==> src/rtl/channel_noise_injector_pkg.sv <==
// Shared definitions for the channel noise injector: table-select encodings,
// default gain and the clamping adder used on the output stage.
package channel_noise_injector_pkg;

    typedef enum logic {
        CFG_THR = 1'b0,
        CFG_LVL = 1'b1
    } cfg_sel_e;

    localparam int unsigned DEFAULT_GAIN = 28;

    // Adds two wide signed values and clamps the result to a signed w-bit range.
    function automatic logic signed [63:0] sat_add(
        input logic signed [63:0] a,
        input logic signed [63:0] b,
        input int                 w
    );
        logic signed [63:0] s;
        logic signed [63:0] hi;
        logic signed [63:0] lo;
        s  = a + b;
        hi = (64'sd1 <<< (w - 1)) - 64'sd1;
        lo = -(64'sd1 <<< (w - 1));
        if (s > hi) begin
            sat_add = hi;
        end else if (s < lo) begin
            sat_add = lo;
        end else begin
            sat_add = s;
        end
    endfunction

endpackage

==> src/rtl/channel_noise_injector_urng.sv <==
// 64-bit uniform random source (xorshift64). The state advances only when en
// is high, so the consumer sees a fresh word for every pulse.
module urng_64 #(
    parameter logic [63:0] SEED = 64'h9E37_79B9_7F4A_7C15
) (
    input  logic        clk,
    input  logic        rstn,
    input  logic        en,
    output logic [63:0] data_out,
    output logic        valid
);

    logic [63:0] state_q;
    logic [63:0] state_d;
    logic        valid_q;

    always_comb begin
        state_d = state_q;
        state_d = state_d ^ (state_d << 13);
        state_d = state_d ^ (state_d >> 7);
        state_d = state_d ^ (state_d << 17);
    end

    always_ff @(posedge clk or negedge rstn) begin
        if (!rstn) begin
            state_q <= SEED;
            valid_q <= 1'b0;
        end else begin
            valid_q <= 1'b1;
            if (en) begin
                state_q <= state_d;
            end
        end
    end

    assign data_out = state_q;
    assign valid    = valid_q;

endmodule

==> src/rtl/channel_noise_injector.sv <==
// Discrete-noise injector: random draw -> cumulative-threshold level select ->
// gain scaling -> saturating add onto the sample, in a two-stage pipeline.
module channel_noise_injector
    import channel_noise_injector_pkg::*;
#(
    parameter int DATA_W     = 8,
    parameter int NUM_LEVELS = 4,
    parameter int GAIN_W     = 8,
    parameter int GAIN_FRAC  = 0,
    parameter int CNT_W      = 16
) (
    input  logic                          clk,
    input  logic                          rst,
    input  logic                          en,
    input  logic                          bypass,
    input  logic [GAIN_W-1:0]             gain,
    input  logic                          cfg_we,
    input  logic                          cfg_sel,
    input  logic [$clog2(NUM_LEVELS)-1:0] cfg_addr,
    input  logic [63:0]                   cfg_data,
    input  logic                          in_valid,
    output logic                          in_ready,
    input  logic signed [DATA_W-1:0]      in_data,
    output logic                          out_valid,
    input  logic                          out_ready,
    output logic signed [DATA_W-1:0]      out_data,
    output logic [CNT_W-1:0]              sat_count,
    input  logic                          sat_clr
);

    localparam int AW = $clog2(NUM_LEVELS);
    localparam int PW = DATA_W + GAIN_W + 1;

    logic [NUM_LEVELS-1:0][63:0]     thr_q;
    logic [NUM_LEVELS-1:0][DATA_W-1:0] lvl_q;

    logic [63:0] rnd;
    logic        rng_valid;
    logic        rng_rstn;
    logic        accept;
    logic        adv1;
    logic        adv2;

    logic [AW-1:0] hit_idx;
    logic          hit;

    logic                     s1_valid_q;
    logic signed [DATA_W-1:0] s1_data_q;
    logic signed [DATA_W-1:0] s1_lvl_q;
    logic [GAIN_W-1:0]        s1_gain_q;

    logic signed [PW-1:0] prod;
    logic signed [PW-1:0] noise;
    logic signed [63:0]   sum_raw;
    logic signed [63:0]   sum_sat;
    logic                 sat_hit;

    logic                     out_valid_q;
    logic signed [DATA_W-1:0] out_data_q;
    logic [CNT_W-1:0]         sat_cnt_q;
    logic [CNT_W-1:0]         sat_cnt_d;

    assign adv2     = !out_valid_q || out_ready;
    assign adv1     = !s1_valid_q || adv2;
    assign in_ready = en && rng_valid && adv1;
    assign accept   = in_valid && in_ready;
    assign rng_rstn = ~rst;

    urng_64 u_rng (
        .clk      (clk),
        .rstn     (rng_rstn),
        .en       (accept),
        .data_out (rnd),
        .valid    (rng_valid)
    );

    always_ff @(posedge clk or posedge rst) begin
        if (rst) begin
            thr_q <= '0;
            lvl_q <= '0;
        end else if (cfg_we && (int'(cfg_addr) < NUM_LEVELS)) begin
            if (cfg_sel == CFG_THR) begin
                thr_q[cfg_addr] <= cfg_data;
            end else begin
                lvl_q[cfg_addr] <= cfg_data[DATA_W-1:0];
            end
        end
    end

    always_comb begin
        hit     = 1'b0;
        hit_idx = '0;
        for (int i = NUM_LEVELS - 1; i >= 0; i--) begin
            if (rnd < thr_q[i]) begin
                hit     = 1'b1;
                hit_idx = AW'(i);
            end
        end
    end

    // The selected level is snapshotted at acceptance so later table writes
    // never reach a sample already in flight.
    always_ff @(posedge clk or posedge rst) begin
        if (rst) begin
            s1_valid_q <= 1'b0;
            s1_data_q  <= '0;
            s1_lvl_q   <= '0;
            s1_gain_q  <= '0;
        end else if (adv1) begin
            s1_valid_q <= accept;
            if (accept) begin
                s1_data_q <= in_data;
                s1_gain_q <= gain;
                s1_lvl_q  <= (hit && !bypass) ? $signed(lvl_q[hit_idx]) : '0;
            end
        end
    end

    always_comb begin
        prod    = PW'(s1_lvl_q) * PW'($signed({1'b0, s1_gain_q}));
        noise   = prod >>> GAIN_FRAC;
        sum_raw = 64'(s1_data_q) + 64'(noise);
        sum_sat = sat_add(64'(s1_data_q), 64'(noise), DATA_W);
        sat_hit = (sum_sat != sum_raw);
    end

    always_comb begin
        sat_cnt_d = sat_cnt_q;
        if (sat_clr) begin
            sat_cnt_d = '0;
        end else if (adv2 && s1_valid_q && sat_hit && (sat_cnt_q != '1)) begin
            sat_cnt_d = sat_cnt_q + CNT_W'(1);
        end
    end

    always_ff @(posedge clk or posedge rst) begin
        if (rst) begin
            out_valid_q <= 1'b0;
            out_data_q  <= '0;
            sat_cnt_q   <= '0;
        end else begin
            sat_cnt_q <= sat_cnt_d;
            if (adv2) begin
                out_valid_q <= s1_valid_q;
                if (s1_valid_q) begin
                    out_data_q <= sum_sat[DATA_W-1:0];
                end
            end
        end
    end

    assign out_valid = out_valid_q;
    assign out_data  = out_data_q;
    assign sat_count = sat_cnt_q;

endmodule

==> config.mk <==
export PLATFORM = sky130hd
export DESIGN_NAME = channel_noise_injector
export DESIGN_NICKNAME = d
export VERILOG_FILES = /design/src/rtl/channel_noise_injector_pkg.sv /design/src/rtl/channel_noise_injector_urng.sv /design/src/rtl/channel_noise_injector.sv
export SDC_FILE = /design/constraint.sdc
export NUM_CORES = 1
export LEC_CHECK = 0
export BUFFER_PORTS_ARGS = -buffer_cell sky130_fd_sc_hd__clkbuf_2
export CELL_PAD_IN_SITES_DETAIL_PLACEMENT = 1
export CELL_PAD_IN_SITES_GLOBAL_PLACEMENT = 1
export CORE_MARGIN = 1
export CORE_UTILIZATION = 29
export DETAILED_ROUTE_END_ITERATION = 16
export GPL_TIMING_DRIVEN = 1
export PLACE_DENSITY = 0.61
export SLEW_MARGIN = 25
export SYNTH_ARGS = -nofsm -noshare
export SYNTH_HDL_FRONTEND = slang
export SYNTH_HIERARCHICAL = 1
export SYNTH_SLANG_ARGS = --single-unit
==> constraint.sdc <==
create_clock -name clk -period 15.3 [get_ports clk]
set_clock_uncertainty 0.05 [all_clocks]
set_input_delay 0.765 -clock clk [delete_from_list [all_inputs] [get_ports clk]]
set_output_delay 0.765 -clock clk [all_outputs]
set_load 0.05 [all_outputs]
## Yosys cells after proc, flatten, opt, wreduce, memory -nomap -nowiden

Cells that the tools add are included.

| cells by class | value |
|---|---|
| bitwise gates (word level) | 4 |
| eq/ne operators | 2 |
| multiplexer cells | 21 |
| multipliers | 1 |
| $lt $le $gt $ge | 9 |
| reductions and logical operators | 18 |
| $add $sub $neg | 2 |

Operator list:

| cell | count |
|---|---|
| bitwise mux 256 bit | 1 |
| < comparator 64 bit | 4 |
| two-way mux 64 bit | 3 |
| demux 64 bit (select 2 bit) | 1 |
| bitwise XOR 64 bit | 2 |
| != test 64 x 18 -> 1 bit | 1 |
| bitwise XOR 64 x 57 -> 64 bit | 1 |
| bitwise mux 32 bit | 1 |
| two-way mux 16 bit | 2 |
| two-way mux 8 bit | 3 |
| adder 8 x 17 -> 18 bit | 1 |
| greater-than comparator 18 x 8 -> 1 bit (second input constant) | 1 |
| < comparator 18 x 8 -> 1 bit (second input constant) | 1 |
| multiplier 8 x 9 -> 17 bit | 1 |
| adder 16 x 1 -> 16 bit (second input constant) | 1 |
| binary-select mux 8 bit (select 2 bit) | 1 |
| demux 8 bit (select 2 bit) | 1 |
| != test 16 bit (second input constant) | 1 |
| logical AND 1 bit | 8 |
| two-way mux 2 bit | 4 |
| AND reduction 2 bit | 4 |
| < comparator 2 x 3 -> 1 bit (second input constant) | 2 |
| two-way mux 1 bit | 4 |
| logical NOT 1 bit | 3 |
| 4 further kinds | 5 |

| word-level totals | value |
|---|---|
| output and inout port bits | 26 |
| register bits after elaboration | 403 |
| input bits | 91 |

## Logic depth before layout (Yosys ltp)

| logic depth | value |
|---|---|
| word-level depth | 10 |
| mapped depth | 29 |
| depth with buffers taken out | 25 |

## By module

The synthesis kept the hierarchy.

Modules (own cells, without submodules):

| module | cells an instance | instances | area each (um^2) | sequential area each (um^2) |
|---|---|---|---|---|
| channel_noise_injector | 2307 | 1 | 21859.7 | 8458.1 |
| urng_64 | 388 | 1 | 4221.5 | 1674.1 |

## Worst setup path before layout

OpenSTA, ideal clock, no wires.

| path | value |
|---|---|
| kind | reg2reg |
| start point | register s1_gain_q[0] |
| end point | register sat_cnt_q[1] (netlist: sat_count[1]) |
| slack | 8.735 ns |
| stages on the path, launching flop included | 28 |
| data required time | 15.118 ns |
| arrival | 6.384 ns |
| clock period less this slack | 6.565 ns |
| cell sequence | dfrtp_1 nand2b_1 fa_1 inv_1 fa_1 inv_1 fa_1 inv_1 fa_1 inv_1 fa_1 inv_1 ha_1 o21a_1 a21o_1 a2111o_1 o211ai_1 nand3_1 nor4b_1 nand2b_1 ha_1 nand2_1 a21oi_1 a21oi_1 buf_2 buf_4 mux2i_1 nor2_1 |

| between the ends | value |
|---|---|
| cells in the longest elaborated chain, start to end | 9 |
| elaborated cells between the ends (all ways) | 10 |
| those cells by class | add/sub: 1; mul: 1; order compare: 2; eq/ne: 1; mux: 2; reduce/logical: 3 |

Ends and longest elaborated chain:

| element | line | RTL |
|---|---|---|
| start: declaration | channel_noise_injector.sv:50 | `logic [GAIN_W-1:0] s1_gain_q;` |
| start signal: assignment | channel_noise_injector.sv:113 | `s1_gain_q <= gain;` |
| multiplier 8 x 9 -> 17 bit * | channel_noise_injector.sv:120 | `prod = PW'(s1_lvl_q) * PW'($signed({1'b0, s1_gain_q}));` |
| adder 8 x 17 -> 18 bit * | channel_noise_injector_pkg.sv:21, channel_noise_injector.sv:122 |  |
| < comparator 18 x 8 -> 1 bit | channel_noise_injector_pkg.sv:26 | `end else if (s < lo) begin` |
| two-way mux 64 bit | channel_noise_injector_pkg.sv:26 |  |
| two-way mux 64 bit | channel_noise_injector_pkg.sv:24 | `if (s > hi) begin` |
| != test 64 x 18 -> 1 bit * | channel_noise_injector.sv:124 | `sat_hit = (sum_sat != sum_raw);` |
| logical AND 1 bit * (2 in series) | channel_noise_injector.sv:131 | `end else if (adv2 && s1_valid_q && sat_hit && (sat_cnt_q != '1)) begin` |
| nonzero test 2 bit (no line) * | n/a |  |
| end signal: assignment | channel_noise_injector.sv:142 | `sat_cnt_q <= sat_cnt_d;` |
| end: declaration | channel_noise_injector.sv:60 | `logic [CNT_W-1:0] sat_cnt_q;` |

Every way passes the cells marked *; elsewhere a longest branch is shown, timed or not.
A chain may end at the register's enable or synchronous reset.

## Final worst setup path

| path | value |
|---|---|
| start point | register s1_gain_q[0] |
| end point | register sat_cnt_q[6] (netlist: sat_count[6]) |

Same word-level chain as after synthesis.

==> flow_summary.json <==
{
  "final_cell_mix": "dfrtp_1 (365), nand2_1 (363), inv_1 (334)",
  "start_util_pct": 29.4,
  "ys_async_sr_fraction_pct": 100,
  "worst_slack_ns": 8.18,
  "holdBufCountCts": 0,
  "vdd.ir_drop.worst_mv": 0.146,
  "synth_area_um2": 26100,
  "r2r_slack_ns": 8.18,
  "ys_warn_count": 6,
  "grt_max_degree": 157,
  "cts_resized": 0,
  "power.leakage_nw": 13.7,
  "hpwl_mm": 54.9,
  "wirelength_mm": 74.3,
  "whs_ns": 0.301,
  "dr.pass1.iters": 11,
  "synth-edff-count": 0,
  "drv_cap": 0,
  "overflow": 0,
  "htreeDepth": 2,
  "fmax_ghz": 0.140,
  "pwr-share-comb_pct": 53.8,
  "post_drt_wl_per_cell_um": 18.6,
  "path_class": "reg2reg",
  "cts_made_buffers": 50,
  "grt_pass1_wl_mm": 119,
  "fin_crit_sh_pct": 46.6,
  "clock_latency_ns": 0.60,
  "end_kind": "register",
  "regArea_um2": 10100,
  "required_ns": 15.71,
  "via_count": 19100,
  "cp_data_arrival_time_ns": 7.53,
  "post_cts_buffers": 0,
  "clkPwrFrac_pct": 18.2,
  "crit_slowest_cell": "fa_1",
  "ys_seq_area_share_pct": 38.8,
  "hold_path.class": "in2async",
  "avgSynthCellArea_um2": 9.68,
  "pwr-share-seq_pct": 28.0,
  "path_clk_slew_ns": 0.06,
  "outcome": "finished with violations",
  "placed_area_um2": 27900,
  "finalHoldViolCount": 0,
  "ys_ff_latch": 403,
  "die_h_um": 302,
  "gp_congestion": 0.798,
  "ant_nets": 0,
  "power_density_nw_per_um2": 226,
  "power.internal_w": 0.00374,
  "clockBufferDepth": 3,
  "drc": 1,
  "rsz0062_at_grt": "no",
  "first_global_vias": 20300,
  "fin_area_um2": 29600,
  "io_pins": 117,
  "synth_flop_cell": "dfrtp_1",
  "setup_viol": 0,
  "multiInputGateArea_um2": 14300,
  "via_per_inst": 4.78,
  "slew_headroom_pct": 28.6,
  "die_width_um": 302,
  "netSwitchingFraction_pct": 44.0,
  "power_switching_w": 0.00294,
  "finalSetupTns_ns": 0,
  "fin_util_pct": 33.3,
  "core-area_um2": 88800,
  "min_period_ns": 7.12,
  "layout-drive-gt1-share_pct": 14.1,
  "pre_cts_ws_ns": 8.14,
  "failed_checks": "design-rule violations",
  "final_nets": 3232,
  "synth.net_count": 3139,
  "cts_root_buf": "clkbuf_16",
  "cts_tree": "done",
  "max_stage_delay_ns": 0.54,
  "io_buffers": 116,
  "antenna_found_initial": 2,
  "clock-sinks": 403,
  "cp-start-kind": "register",
  "num_rows": 109,
  "first_iter_violations": 814,
  "synth_cell_types": 77,
  "fillers": 10100,
  "mostFrequentLayoutCell": "dfrtp_1",
  "synth_cells": 2695,
  "path_max_fanout": 26,
  "worst_pin_slew_ns": 1.07,
  "track_usage_pct": 16.7,
  "area_delta_synth_final_pct": 13.5,
  "slew_viol_final": 0,
  "die_area_um2": 91100
}
## registers in the layout, indices dropped and copies added, names as in the netlist
register / cells
thr_q: 256
u_rng/data_out: 64
lvl_q: 32
sat_count: 16
out_data: 8
s1_data_q: 8
s1_gain_q: 8
s1_lvl_q: 8
out_valid: 1
s1_valid_q: 1
u_rng/valid: 1
## synthesized netlist by cell type (3+ instances only)
cell type	n	area [um^2]
and2_1	30	188
nor2b_1	19	119
a211o_1	5	43.8
nand2b_1	15	93.8
xor2_2	11	179
fa_1	52	1040
ha_1	301	3770
buf_4	3	22.5
nor2_1	68	255
clkbuf_1	70	263
xnor2_2	7	114
a221oi_1	4	35.0
buf_2	10	50.1
dfrtp_1	365	9130
nor3b_1	4	30.0
buf_1	8	30.0
o21a_1	12	90.1
inv_1	336	1260
dfstp_2	38	998
o31ai_1	13	97.6
or3_1	7	43.8
nor4_1	11	68.8
a211oi_1	20	150
nor3_1	14	70.1
o21ai_0	246	1230
a21o_1	42	315
xnor2_1	171	1500
xor2_1	44	385
a21oi_1	106	531
a2111oi_0	10	87.6
or2_1	3	18.8
nand4b_1	3	26.3
nand4_1	49	307
nand2_1	363	1360
a31oi_1	3	18.8
nand3b_1	4	30.0
or4_1	11	82.6
o211ai_1	14	105
and3_1	6	37.5
nor4b_1	3	26.3
o221ai_1	12	105
mux2_2	111	1250
nand3_1	30	150
## cell families after synthesis
| logic type | Yosys count | synth area share [%] |
|---|---|---|
| AND/OR/NAND/NOR | 651 | 11.5 |
| AO/OA/AOI/OAI | 513 | 11.7 |
| buffers and inverters | 429 | 6.27 |
| flip-flops | 403 | 38.8 |
| adder cells (fa/ha/maj) | 353 | 18.4 |
| XOR/XNOR | 233 | 8.34 |
| multiplexers | 112 | 4.83 |
| other | 1 | 0.0144 |
## layout make-up
cell class	count	area share, %
diodes	2	0.0169
clock buffers	76	5.06
clock inverters	16	0.583
inverters	337	4.30
multi-input cells	1863	48.4
flip-flops and latches	403	34.2
well taps	1165	4.92
repair buffers	133	2.48
## power by group through the flow
stage	Combinational (W)	Clock [W]	Sequential, W
2_1_floorplan	0.00283	0	0.00167
3_3_place_gp	0.00354	0	0.00188
3_5_place_dp	0.00360	0	0.00190
4_1_cts	0.00364	0.00126	0.00188
5_1_grt	0.00408	0.00130	0.00192
6_report	0.00360	0.00122	0.00187
## path summary, 6_finish.rpt
path	from	end	depth (start not counted)
max in group asynchronous	rst	thr_q[80]	3
max	s1_gain_q[0]	sat_count[6]	26
min	rst	sat_count[7]	2
min reg2reg	out_data[2]	out_data[2]	1
max reg2reg	s1_gain_q[0]	sat_count[6]	26
min in group clk	in_data[0]	s1_data_q[0]	3
## per-layer routing
layer	track usage (%)	share of wire (%)	routed length, um	vias to the layer above
met5	0	0	0	-
met4	3.94	2.0	1480	0
met3	1.86	2.3	1680	68
met2	27.8	48	35400	168
met1	23.2	48	35700	9596
li1	-	-	-	9250
## metrics by stage
step	power, W	cells
floorplan	0.00450	2695
global placement	0.00543	3900
detailed placement	0.00550	3900
CTS	0.00678	3992
global route	0.00730	3995
finish	0.00668	3995
## critical path, delay by kind of cell, from the launching register on
family | cells | cell delay (ns)
AO/OA/AOI/OAI | 6 | 1.10
buffers and inverters | 6 | 0.48
multiplexers | 1 | 0.36
AND/OR/NAND/NOR | 6 | 1.13
flip-flops | 1 | 0.45
adder cells (fa/ha/maj) | 7 | 3.42
Power figures use the tool's default switching activity.
